$ cat src/rtl/q2a03_bus_unit.sv
// Q2A03 bus-cycle sequencer: divides G_clock into phi1/phi2 and runs one external bus cycle per CPU clock.
// Optional macro Q2A03_BUS_RDY_WR_EN: G_ready also stalls write cycles (default: only reads stall).
module q2a03_bus_unit #(
  parameter int DIVIDER    = 12,
  parameter int PHI1_TICKS = 6,
  parameter int ADDR_W     = 16,
  parameter int DATA_W     = 8
) (
  input  logic              G_clock,
  input  logic              G_reset,
  input  logic              G_ready,
  input  logic [DATA_W-1:0] G_rd_data,
  output logic [ADDR_W-1:0] G_addr,
  output logic [DATA_W-1:0] G_wr_data,
  output logic              G_rdwr,
  output logic              G_sync,
  output logic              G_phy2,
  output logic              phi1_stb,
  output logic              phi2_stb,
  input  logic              req_valid,
  input  logic              req_rdwr,
  input  logic              req_sync,
  input  logic [ADDR_W-1:0] req_addr,
  input  logic [DATA_W-1:0] req_wdata,
  output logic              req_ack,
  output logic              rsp_valid,
  output logic [DATA_W-1:0] rsp_data
);

  localparam int TICK_W = $clog2(DIVIDER);
  localparam logic [TICK_W-1:0] LAST_TICK = TICK_W'(DIVIDER - 1);
  localparam logic [TICK_W-1:0] PHI2_TICK = TICK_W'(PHI1_TICKS);

  if (DIVIDER < 2) begin : g_bad_divider
    $error("q2a03_bus_unit: DIVIDER must be at least 2");
  end
  if (PHI1_TICKS < 1 || PHI1_TICKS > DIVIDER - 1) begin : g_bad_phi1
    $error("q2a03_bus_unit: PHI1_TICKS must be in 1..DIVIDER-1");
  end

  typedef enum logic [1:0] {
    CYC_IDLE,
    CYC_READ,
    CYC_WRITE
  } cycle_e;

  cycle_e            cyc;
  logic [TICK_W-1:0] tick;
  logic              boundary;
  logic              stall;

  assign boundary = (tick == LAST_TICK);

`ifdef Q2A03_BUS_RDY_WR_EN
  assign stall = boundary & (cyc != CYC_IDLE) & ~G_ready;
`else
  assign stall = boundary & (cyc == CYC_READ) & ~G_ready;
`endif

  assign req_ack  = boundary & req_valid & ~stall;
  assign G_rdwr   = (cyc != CYC_WRITE);
  assign G_phy2   = (tick >= PHI2_TICK);
  assign phi2_stb = (tick == PHI2_TICK);
  // Gated by reset so the strobe reads 0 while reset is held even though tick sits at 0.
  assign phi1_stb = (tick == '0) & G_reset;

  // A stalled boundary leaves every bus register untouched, so the cycle simply repeats.
  always_ff @(posedge G_clock or negedge G_reset) begin
    if (!G_reset) begin
      tick      <= '0;
      cyc       <= CYC_IDLE;
      G_addr    <= '0;
      G_wr_data <= '0;
      G_sync    <= 1'b0;
      rsp_valid <= 1'b0;
      rsp_data  <= '0;
    end else begin
      tick      <= boundary ? '0 : tick + 1'b1;
      rsp_valid <= 1'b0;
      if (boundary && !stall) begin
        rsp_valid <= (cyc != CYC_IDLE);
        if (cyc == CYC_READ) begin
          rsp_data <= G_rd_data;
        end
        if (req_valid) begin
          cyc    <= req_rdwr ? CYC_READ : CYC_WRITE;
          G_addr <= req_addr;
          G_sync <= req_sync;
          if (!req_rdwr) begin
            G_wr_data <= req_wdata;
          end
        end else begin
          cyc    <= CYC_IDLE;
          G_sync <= 1'b0;
        end
      end
    end
  end

endmodule

$ cat config.mk
export PLATFORM = sky130hd
export DESIGN_NAME = q2a03_bus_unit
export DESIGN_NICKNAME = d
export VERILOG_FILES = /design/src/rtl/q2a03_bus_unit.sv
export SDC_FILE = /design/constraint.sdc
export NUM_CORES = 1
export LEC_CHECK = 0
export BUFFER_PORTS_ARGS = -buffer_cell sky130_fd_sc_hd__buf_2
export CAP_MARGIN = 10
export CORE_MARGIN = 10
export CORE_UTILIZATION = 25
export DETAILED_ROUTE_END_ITERATION = 16
export PLACE_DENSITY = 0.46
export SKIP_LAST_GASP = 1
export SLEW_MARGIN = 20
export SYNTH_ARGS = -nofsm -noshare
export SYNTH_HDL_FRONTEND = slang
export SYNTH_SLANG_ARGS = --single-unit
$ cat constraint.sdc
create_clock -name G_clock -period 1.7 [get_ports G_clock]
set_clock_uncertainty 0.15 [all_clocks]
set_input_delay 0.34 -clock G_clock [delete_from_list [all_inputs] [get_ports G_clock]]
set_output_delay 0.34 -clock G_clock [all_outputs]
set_load 0.05 [all_outputs]
==> results.yml <==
detailed_routing:
  vias: 1237
  totalWireLength_um: 4740
  route.met2.wl_um: 2057
  drtAntennaViolNets: 0
  drt-initial-drc-count: 11
  drc_errors: 0
  wl_met3_um: 486
  top_layer_used: "met4"
  post_drt_via_cell_ratio: 4.251
  dr.pass1.iters: 4
  wl_per_cell_um: 16.29
  wl_met1_um: 2170
placement:
  place_area_sq_um: 2322
  place_congestion: 0.7379
  port_buffers: 76
  dp_hpwl_um: 3514
cts:
  cts_sinks: 40
  cts_buffer_depth: 2
  clkLatencyLatePin_ns: 0.29
  root_buffer: "clkbuf_8"
  cts_max_level: 2
  cts_made_buffers: 5
  cts_tree: "done"
  clkTransAtPathRegs_ns: 0.08
  cts-hold-fix-buffers: 0
timing:
  fmax_mhz: 531.4
  timing.final.ws_setup_ns: -0.1818
  finalHoldViolCount: 21
  fin_crit_ns: 1.882
  finalSetupViolations: 29
  worst_slew_pin_slew_ns: 0.5097
  drv_slew: 0
  hold-worst-slack_ns: -0.01325
  slew_headroom: 0.6602
  finalCritPeriodShare: 1.107
  rsz0062_at_grt: "yes"
global_routing:
  grt_pass1_vias: 1452
  track_usage: 0.09229
  overflow: 0
  grt_max_degree: 41
  grt_pass1_wl_um: 7555
  antenna_found_initial: 0
floorplanning:
  die-height_um: 101.9
  ios: 77
  dieArea_sq_um: 10380
  core_area_sq_um: 6422
  start_util: 0.2609
  die_w_um: 101.9
  std_cell_rows: 29
finish:
  num_antenna_cells: 0
  syn_to_final_growth_pct: 58.92
  drive_gt1_frac: 0.7103
  nets: 254
  design_area_sq_um: 2663
job:
  drv_cap: 0
worst_setup_path:
  r2r_cells: 6
  rr_endpoint: "G_wr_data[6]$_DFFE_PN0P_"
  r2r_start: "tick[0]$_DFF_PN0_"
  cp-start-kind: "register"
  path_class: "reg2out"
  worst-path-max-fanout: 3
  worst_ep_required_time_ns: 1.21
  critPathArrivalTime_ns: 1.39
  end_kind: "output pin"
  rrSetupSlack_ns: -0.13
synthesis:
  netlist_area_sq_um: 1675
  synthArstFlopShare: 1.000
  synth-edff-count: 0
  syn_avg_cell_area_sq_um: 15.66
  synth_top_area_share: 0.5975
  synth.distinct_cells: 25
  netlist_instances: 107
  yosys-top-cells-area: "dfrtp_1 60%, mux2_2 16%, mux2_4 8.1%, ha_1 2.2%, nor3_4 1.9%"
  ys_seq_area_frac: 0.5975
  ys_ff_latch: 40
  synth.most_common_cell: "dfrtp_1"
  synth_ff_type: "dfrtp_1"
  yosysWarnings: 0
  syn_nets: 148
  yosysTopAreaCell: "dfrtp_1"
  synth_commonest_cells: "40 x dfrtp_1, 24 x mux2_2, 9 x mux2_4"
run_status:
  status: "complete, but fails checks"
  violations: "hold timing, setup timing"
power:
  p_per_area_nw_per_um2: 923.9
  p_leak_nw: 1.369
  vdd_ir_drop_max_mv: 0.4899
min_path:
  hp-class: "in2async"
## how the worst max path moves through the flow
stage | start | to | slack (ns) | cells after the start
final | tick[0]$_DFF_PN0_ | req_ack | -0.18 | 5
after global routing | tick[0]$_DFF_PN0_ | req_ack | -0.25 | 5
after CTS | tick[0]$_DFF_PN0_ | req_ack | -0.20 | 5
after detailed placement | tick[0]$_DFF_PN0_ | G_wr_data[6]$_DFFE_PN0P_ | -0.08 | 5
after global placement | tick[0]$_DFF_PN0_ | req_ack | -0.04 | 5
after floorplan | tick[1]$_DFF_PN0_ | G_addr[0]$_DFFE_PN0P_ | -0.13 | 5
## sequential cells by signal, summed over array words and instances, names as in the netlist
| name | flops |
|---|---|
| cyc | 2 |
| G_sync | 1 |
| tick | 4 |
| rsp_valid | 1 |
| G_addr | 16 |
| G_wr_data | 8 |
| rsp_data | 8 |
## metal layers
metal  global-route usage  vias to the layer above
met5                    0                        -
met4              0.01627                        0
met3              0.04318                        4
met2               0.1486                       63
met1               0.1119                      581
li1                     -                      589
## power breakdown
group	switching [W]	leakage [nW]	internal, W
sequential	0.0000448	0.501	0.00104
clock	0.000323	0.0552	0.000436
combinational	0.000421	0.813	0.000198
## cell type report
type,count,area [sq um]
Timing Repair Buffer,101,698.2
Inverter,2,12.51
Tap cell,77,96.34
Multi-Input combinational cell,63,747.0
Fill cell,610,3760
Clock inverter,2,35.03
Clock buffer,6,72.57
Sequential cell,40,1001
## cells by family after synthesis
| logic type | count (synthesis) | synth area share |
|---|---|---|
| DFF | 40 | 0.5975 |
| muxes | 33 | 0.2420 |
| and+or+nand+nor | 18 | 0.08589 |
| AOI/OAI and AO/OA | 8 | 0.03136 |
| buffers and inverters | 4 | 0.01569 |
| adders and majority gates | 3 | 0.02241 |
| xor gates and xnor gates | 1 | 0.005229 |
## through the flow
stage	TNS, ns	setup slack (ns)	power, W	std cells	util
2_1_floorplan	-1.969	-0.1311	0.001507	107	-
3_3_place_gp	-0.1999	-0.03823	0.001694	272	0.3616
3_5_place_dp	-1.296	-0.07854	0.001705	272	0.3616
4_1_cts	-4.033	-0.2047	0.002500	291	0.4128
5_1_grt	-5.251	-0.2483	0.002580	291	0.4146
6_report	-2.926	-0.1818	0.002460	291	0.4146
## cell usage in the layout (no fill, tap or decap)
cell	count
buf_2	71
dfrtp_1	40
mux2_4	24
buf_4	17
mux2_2	9
buf_6	6
clkbuf_8	5
buf_12	5
nand2_1	4
nor2_1	3
nor3_4	2
o21ai_0	2
o31ai_1	2
ha_4	2
inv_6	1
nand3b_4	1
and2_1	1
and3_4	1
xnor2_1	1
a22o_1	1
nor3b_4	1
nand4b_1	1
nor2_4	1
or2b_1	1
inv_1	1
and3b_1	1
o21ai_2	1
nand2b_1	1
a21oi_1	1
a21o_2	1
ha_1	1
bufinv_16	1
clkinv_2	1
clkbuf_1	1
bufbuf_16	1
buf_8	1
## repair_timing
action                                  4_1_cts  5_1_grt
cloned                                        1        0
endpoints found under the setup margin       37       37
gates resized for setup                      31        4
pin swaps                                     5        1
buffers inserted                             10        1
## critical path, stage by stage (launching register included)
cell and delay, ns:
dfrtp_1 0.40, ha_4 0.15, nand4b_1 0.16, nor2_4 0.15
buf_12 0.12, buf_12 0.12
Power figures use the tool's default switching activity.
